**src/rtl/bcd_denormalize_pkg.sv**
```systemverilog
// Shared definitions for the low-frequency counter BCD datapath:
// digit geometry, display/arithmetic digit counts and the sequencer states
// used by both the normaliser and the denormaliser.
package bcd_denormalize_pkg;

  // Display digit: 4-bit BCD value plus the "units digit here" flag in bit 4.
  localparam int DIGW     = 5;
  localparam int FLAG_BIT = 4;
  localparam int BCDW     = 4;

  // Display width, arithmetic width and units-digit position in the datapath.
  // The units position equals NOUT-NIN so a flag on the top display digit
  // can be walked all the way down without dropping any non-zero digit.
  localparam int NIN    = 6;
  localparam int NOUT   = 11;
  localparam int DP_POS = NOUT - NIN;

  // Width of a display digit index (0..NIN-1).
  localparam int IDXW = $clog2(NIN);

  // Sequencer states shared with the normaliser.
  typedef enum logic [1:0] {
    IDLE  = 2'd0,
    SHIFT = 2'd1,
    DONE  = 2'd2
  } state_e;

endpackage

```
**src/rtl/bcd_dp_locate.sv**
```systemverilog
// Decimal-point locator: looks at the flag bits of the display digits and
// reports whether exactly one is set and, if so, which digit carries it.
module bcd_dp_locate
  import bcd_denormalize_pkg::*;
(
  input  logic [NIN-1:0]  flags_i,
  output logic            oneFlag_o,
  output logic [IDXW-1:0] flagIdx_o
);

  localparam int CW = $clog2(NIN + 1);

  logic [CW-1:0] flagCount;

  // Count the flags and remember the position of the highest one seen.
  always_comb begin
    flagCount = '0;
    flagIdx_o = '0;
    for (int k = 0; k < NIN; k++) begin
      if (flags_i[k]) begin
        flagCount = flagCount + CW'(1);
        flagIdx_o = IDXW'(k);
      end
    end
    oneFlag_o = (flagCount == CW'(1));
  end

endmodule

```
**src/rtl/bcd_denormalize.sv**
```systemverilog
// BCD denormaliser: takes six left-justified display digits whose flag bit
// marks the units digit and right-justifies them into the 11-digit
// fixed-point arithmetic format (units at DP_POS, five fractional digits),
// moving one digit per clock until the flagged digit lands on DP_POS.
module bcd_denormalize
  import bcd_denormalize_pkg::*;
(
  input  logic                 clk,
  input  logic                 rst_n,
  input  logic                 start_i,
  input  logic [DIGW*NIN-1:0]  din_i,
  output logic [BCDW*NOUT-1:0] dout_o,
  output logic                 busy_o,
  output logic                 doneTick_o,
  output logic                 flagErr_o
);

  localparam int WORKW = DIGW * NOUT;
  localparam int DPFLAG = DIGW * DP_POS + FLAG_BIT;

  state_e                state_q, state_d;
  logic [WORKW-1:0]      work_q, work_d;
  logic [BCDW*NOUT-1:0]  dout_q, dout_d;
  logic                  flagErr_q, flagErr_d;
  logic                  doneTick_q, doneTick_d;
  logic [IDXW-1:0]       shiftsLeft_q, shiftsLeft_d;

  logic [NIN-1:0]        dinFlags;
  logic                  oneFlag;
  logic [IDXW-1:0]       flagIdx;
  logic [WORKW-1:0]      loadWork;
  logic [BCDW*NOUT-1:0]  workBcd;

  // Gather the per-digit decimal-point flags from the display word.
  always_comb begin
    dinFlags = '0;
    for (int k = 0; k < NIN; k++) begin
      dinFlags[k] = din_i[DIGW*k + FLAG_BIT];
    end
  end

  bcd_dp_locate u_locate (
    .flags_i   (dinFlags),
    .oneFlag_o (oneFlag),
    .flagIdx_o (flagIdx)
  );

  // Display digits sit at the top of the work register, fraction cleared.
  assign loadWork = {din_i, {(DIGW*DP_POS){1'b0}}};

  // Strip the flag bits to form the arithmetic-side BCD view of the work register.
  always_comb begin
    workBcd = '0;
    for (int m = 0; m < NOUT; m++) begin
      workBcd[BCDW*m +: BCDW] = work_q[DIGW*m +: BCDW];
    end
  end

  // Sequencer next state: load in IDLE, walk down in SHIFT, pulse in DONE.
  // The shift budget taken from the located flag index bounds the walk
  // even if the work register were somehow corrupted mid-shift.
  always_comb begin
    state_d      = state_q;
    work_d       = work_q;
    dout_d       = dout_q;
    flagErr_d    = flagErr_q;
    doneTick_d   = 1'b0;
    shiftsLeft_d = shiftsLeft_q;
    case (state_q)
      IDLE: begin
        if (start_i) begin
          if (oneFlag) begin
            work_d       = loadWork;
            shiftsLeft_d = flagIdx;
            state_d      = SHIFT;
          end else begin
            work_d       = '0;
            shiftsLeft_d = '0;
            dout_d       = '0;
            flagErr_d    = 1'b1;
            doneTick_d   = 1'b1;
            state_d      = DONE;
          end
        end
      end
      SHIFT: begin
        if (work_q[DPFLAG] || (shiftsLeft_q == '0)) begin
          dout_d     = workBcd;
          flagErr_d  = 1'b0;
          doneTick_d = 1'b1;
          state_d    = DONE;
        end else begin
          work_d       = {{DIGW{1'b0}}, work_q[WORKW-1:DIGW]};
          shiftsLeft_d = shiftsLeft_q - IDXW'(1);
        end
      end
      DONE: begin
        state_d = IDLE;
      end
      default: begin
        state_d = IDLE;
      end
    endcase
  end

  // State, work and output registers; reset aborts any request in flight.
  always_ff @(posedge clk or negedge rst_n) begin
    if (!rst_n) begin
      state_q      <= IDLE;
      work_q       <= '0;
      dout_q       <= '0;
      flagErr_q    <= 1'b0;
      doneTick_q   <= 1'b0;
      shiftsLeft_q <= '0;
    end else begin
      state_q      <= state_d;
      work_q       <= work_d;
      dout_q       <= dout_d;
      flagErr_q    <= flagErr_d;
      doneTick_q   <= doneTick_d;
      shiftsLeft_q <= shiftsLeft_d;
    end
  end

  assign dout_o     = dout_q;
  assign flagErr_o  = flagErr_q;
  assign doneTick_o = doneTick_q;
  assign busy_o     = (state_q != IDLE);

endmodule

```
**config.mk**
```make
export PLATFORM = sky130hd
export DESIGN_NAME = bcd_denormalize
export DESIGN_NICKNAME = d
export VERILOG_FILES = /design/src/rtl/bcd_denormalize_pkg.sv /design/src/rtl/bcd_dp_locate.sv /design/src/rtl/bcd_denormalize.sv
export SDC_FILE = /design/constraint.sdc
export NUM_CORES = 1
export LEC_CHECK = 0
export CAP_MARGIN = 10
export CORE_MARGIN = 2
export CORE_UTILIZATION = 50
export DETAILED_ROUTE_END_ITERATION = 8
export PLACE_DENSITY = 0.72
export SYNTH_ARGS = -nofsm -noshare
export SYNTH_HDL_FRONTEND = slang
export SYNTH_HIERARCHICAL = 1
export SYNTH_SLANG_ARGS = --single-unit
```
**constraint.sdc**
```tcl
create_clock -name clk -period 5.73 [get_ports clk]
set_clock_uncertainty 0.05 [all_clocks]
set_input_delay 1.719 -clock clk [delete_from_list [all_inputs] [get_ports clk]]
set_output_delay 1.719 -clock clk [all_outputs]
set_load 0.03 [all_outputs]
```
==> flow_results.xml <==
<?xml version="1.0" encoding="UTF-8"?>
<metrics>
  <group name="layout">
    <metric name="final_layout_size_suffix_gt1_frac" unit="">0.131</metric>
    <metric name="layout.nets" unit="">515</metric>
    <metric name="n_antenna_cell" unit="">0</metric>
    <metric name="layout-area-overhead-vs-synth" unit="%">22.7</metric>
    <metric name="layout.core_utilization" unit="">0.629</metric>
  </group>
  <group name="route">
    <metric name="vias" unit="">3320</metric>
    <metric name="avgRoutedWirePerCell" unit="um">15.9</metric>
    <metric name="via_density_per_instance" unit="">5.45</metric>
    <metric name="drt_iter0_markers" unit="">162</metric>
    <metric name="drc" unit="">0</metric>
    <metric name="detail_route.first_pass.iterations" unit="">4</metric>
    <metric name="detail_route.wirelength" unit="um">9700</metric>
    <metric name="final_antenna_net_count" unit="">0</metric>
  </group>
  <group name="worst_setup_path">
    <metric name="worst_ep_arrival_time" unit="ps">5640</metric>
    <metric name="cp_max_fo" unit="">36</metric>
    <metric name="worstSetupEndpointType" unit="">register</metric>
    <metric name="maximum_single_stage_delay_on_the_critical_path" unit="ps">480</metric>
    <metric name="critical_path.n_buffers_inverters" unit="">4</metric>
    <metric name="regToRegSetupSlack" unit="ps">2600</metric>
    <metric name="timing.critical_path.slowest_stage_cell" unit="">sky130_fd_sc_hd__clkdlybuf4s50_1</metric>
    <metric name="critical_path_s_most_frequent_cell" unit="">sky130_fd_sc_hd__ha_1</metric>
    <metric name="worstSetupStartpointType" unit="">primary input</metric>
    <metric name="worst-endpoint-required" unit="ps">5980</metric>
    <metric name="critical-path-top-delay-family" unit="">adder cells</metric>
    <metric name="critical_path.cell_chain" unit="">clkdlybuf4s50_1 -&gt; inv_1 -&gt; ha_1 -&gt; xnor2_2 -&gt; inv_1 -&gt; ha_1 -&gt; nand2_1 -&gt; o21ai_0 -&gt; ha_1 -&gt; a21oi_1 -&gt; o21ai_0 -&gt; ha_1 -&gt; or3_1 -&gt; a21oi_2 -&gt; buf_4 -&gt; nand2_1 -&gt; a21oi_1 -&gt; a32o_1</metric>
    <metric name="worst_path_class_setup" unit="">primary input to register</metric>
  </group>
  <group name="floorplanning">
    <metric name="die-area" unit="sq um">10300</metric>
    <metric name="die_h" unit="um">101</metric>
    <metric name="die_w" unit="um">101</metric>
    <metric name="start_util" unit="">0.513</metric>
    <metric name="row_count" unit="">35</metric>
    <metric name="num_io_pins" unit="">80</metric>
    <metric name="core_region_area" unit="sq um">9240</metric>
  </group>
  <group name="clock_tree">
    <metric name="clk_buf_depth" unit="">2</metric>
    <metric name="cts.repair_timing.setup_buffer_count" unit="">0</metric>
    <metric name="cts_hold_repair.buffers" unit="">0</metric>
    <metric name="clock_tree.htree_level_count" unit="">3</metric>
    <metric name="cts_tree" unit="">built</metric>
    <metric name="cts_buffers" unit="">9</metric>
    <metric name="tritoncts_num_sinks" unit="">101</metric>
    <metric name="post_cts_resized" unit="">0</metric>
    <metric name="clock_tree.root_cell" unit="">sky130_fd_sc_hd__clkbuf_8</metric>
    <metric name="clock_pin_slew_on_the_worst_setup_and_hold_paths" unit="ps">100</metric>
    <metric name="clock_latency" unit="ps">370</metric>
  </group>
  <group name="global_route">
    <metric name="groute.usage.overall" unit="">0.203</metric>
    <metric name="grt_pass1_vias" unit="">3436</metric>
    <metric name="global_route.overflow_total" unit="">0</metric>
    <metric name="antenna_found_initial" unit="">0</metric>
    <metric name="grt_first_pass_wirelength" unit="um">16600</metric>
    <metric name="maximum_number_of_pins_on_one_net_before_global_route_repair" unit="">74</metric>
  </group>
  <group name="place">
    <metric name="portBuffers" unit="">79</metric>
    <metric name="dp.final_hpwl" unit="um">6330</metric>
    <metric name="place_congestion" unit="">0.880</metric>
  </group>
  <group name="power_and_ir_drop">
    <metric name="totalPowerFinal" unit="W">0.00193</metric>
    <metric name="power.leakage" unit="nW">2.79</metric>
    <metric name="max-vdd-ir-drop" unit="uV">176</metric>
    <metric name="p_per_area" unit="nW/um^2">332</metric>
  </group>
  <group name="timing">
    <metric name="final_number_of_hold_violating_endpoints" unit="">0</metric>
    <metric name="worstMarginPinSlew" unit="ps">1120</metric>
    <metric name="relSlewSlack" unit="">0.252</metric>
    <metric name="final.period_utilization" unit="">0.941</metric>
    <metric name="final_period_minus_worst_setup_slack" unit="ps">5390</metric>
    <metric name="timing.final.setup_violations" unit="">0</metric>
    <metric name="tns" unit="ps">0</metric>
    <metric name="grt_setup_unrepaired" unit="">no</metric>
    <metric name="maxClockFrequency" unit="MHz">185</metric>
    <metric name="maxSlewViolCount" unit="">0</metric>
  </group>
  <group name="logic_synthesis">
    <metric name="top_cells_by_count_synth" unit="">sky130_fd_sc_hd__dfrtp_1, sky130_fd_sc_hd__mux2_1, sky130_fd_sc_hd__o21ai_0</metric>
    <metric name="number_of_flops_mapped_to_enable_cells_by_yosys" unit="">0</metric>
    <metric name="ys_async_sr_fraction" unit="">1.00</metric>
    <metric name="mappedNetlistArea" unit="sq um">4740</metric>
    <metric name="warnings_synthesis" unit="">6</metric>
    <metric name="synth.yosys.seq_area_share" unit="">0.533</metric>
    <metric name="synth_area_leader_cell" unit="">sky130_fd_sc_hd__dfrtp_1</metric>
    <metric name="synth.avg_cell_area" unit="sq um">11.7</metric>
    <metric name="synth_top_cell_area_share" unit="">0.533</metric>
    <metric name="synth_most_common_cell" unit="">sky130_fd_sc_hd__dfrtp_1</metric>
    <metric name="ys_ff_latch" unit="">101</metric>
    <metric name="synth_top_cells_by_area" unit="">sky130_fd_sc_hd__dfrtp_1, sky130_fd_sc_hd__mux2_1, sky130_fd_sc_hd__mux2_2, sky130_fd_sc_hd__and3b_1, sky130_fd_sc_hd__o21ai_0</metric>
    <metric name="synth_cell_type_count" unit="">38</metric>
    <metric name="synth_nets" unit="">446</metric>
    <metric name="synthFlopType" unit="">sky130_fd_sc_hd__dfrtp_1</metric>
    <metric name="count_of_mapped_cells_out_of_synthesis" unit="">406</metric>
  </group>
  <group name="outcome">
    <metric name="status" unit="">completed</metric>
  </group>
  <group name="job">
    <metric name="drv_cap" unit="">0</metric>
  </group>
  <group name="hold_path">
    <metric name="worst_hold_path_type" unit="">register to register</metric>
  </group>
</metrics>
-- registers in the layout (all words and copies together) (netlist names) --
signal and count:
dout_o 44, work_q 50, state_q 2, shiftsLeft_q 3, flagErr_o 1, doneTick_o 1
-- kinds of logic (layout without fill, tap and decap cells) --
group,Yosys count,after routing,share of synthesized area
and+or+nand+nor,108,108,0.138
DFF,101,101,0.533
muxes,70,70,0.164
AOI/OAI and AO/OA,68,68,0.0842
buffers and inverters,46,120,0.0459
adders and majority gates,7,7,0.0185
xor gates and xnor gates,6,6,0.0156
-- power breakdown --
part / switching, W / internal [W]
sequential: 0.0000593 / 0.000810
clock: 0.000265 / 0.000178
combinational: 0.000367 / 0.000250
-- area by class of cell --
cell class	count	area (sq um)
Sequential cell	101	2530
Timing Repair Buffer	90	883
Tap cell	129	161
Inverter	14	52.6
Multi-Input combinational cell	259	2000
Clock buffer	10	138
Fill cell	739	3430
Clock inverter	6	53.8
-- worst paths after layout --
path / depth (start not counted) / startpoint / endpoint
min in group asynchronous: 1 / rst_n / dout_o[19]
max in group asynchronous: 2 / rst_n / state_q[0]
setup / recovery: 18 / din_i[4] / shiftsLeft_q[0]
hold / removal: 1 / dout_o[18] / dout_o[18]
hold reg to reg: 1 / dout_o[18] / dout_o[18]
setup reg to reg: 4 / state_q[0] / work_q[21]
-- through the flow --
stage	worst slack [ps]	hold WS, ps	instance area [sq um]	instances
after floorplan	563	410	4740	406
after global placement	174	416	5620	593
after detailed placement	17.5	424	5620	593
after CTS	387	447	5810	609
after global routing	147	452	5810	609
final	337	442	5810	609
-- layout by cell type, fill, tap and decap left out, types with 2 or more instances in the layout --
cell / n
sky130_fd_sc_hd__mux2_2: 28
sky130_fd_sc_hd__dfrtp_1: 101
sky130_fd_sc_hd__buf_4: 11
sky130_fd_sc_hd__o21ai_0: 35
sky130_fd_sc_hd__clkinv_4: 2
sky130_fd_sc_hd__a21oi_2: 2
sky130_fd_sc_hd__and3b_1: 24
sky130_fd_sc_hd__or2_2: 2
sky130_fd_sc_hd__ha_1: 7
sky130_fd_sc_hd__nand3_1: 32
sky130_fd_sc_hd__inv_1: 14
sky130_fd_sc_hd__mux2i_1: 7
sky130_fd_sc_hd__xnor2_1: 3
sky130_fd_sc_hd__nand2_1: 18
sky130_fd_sc_hd__clkbuf_8: 10
sky130_fd_sc_hd__a31oi_1: 24
sky130_fd_sc_hd__and2_1: 20
sky130_fd_sc_hd__mux2_1: 35
sky130_fd_sc_hd__nor2_1: 3
sky130_fd_sc_hd__a21oi_1: 3
sky130_fd_sc_hd__inv_6: 2
sky130_fd_sc_hd__clkdlybuf4s50_1: 78
-- per-layer routing --
| metal | track usage | wire [um] | vias to the layer above |
|---|---|---|---|
| li1 | - | - | 1572 |
| met1 | 0.278 | 4440 | 1656 |
| met2 | 0.328 | 4810 | 81 |
| met3 | 0.0304 | 327 | 11 |
| met4 | 0.0769 | 117 | 0 |
| met5 | 0 | 0 | - |
-- worst register-to-register path, delay by kind of cell, from the launching register on --
kind	cells	cell delay, ps
mux	1	370
buf+inv	1	330
flops	1	860
simple gates	2	1410
No activity file was read; power rests on OpenSTA's default activity.
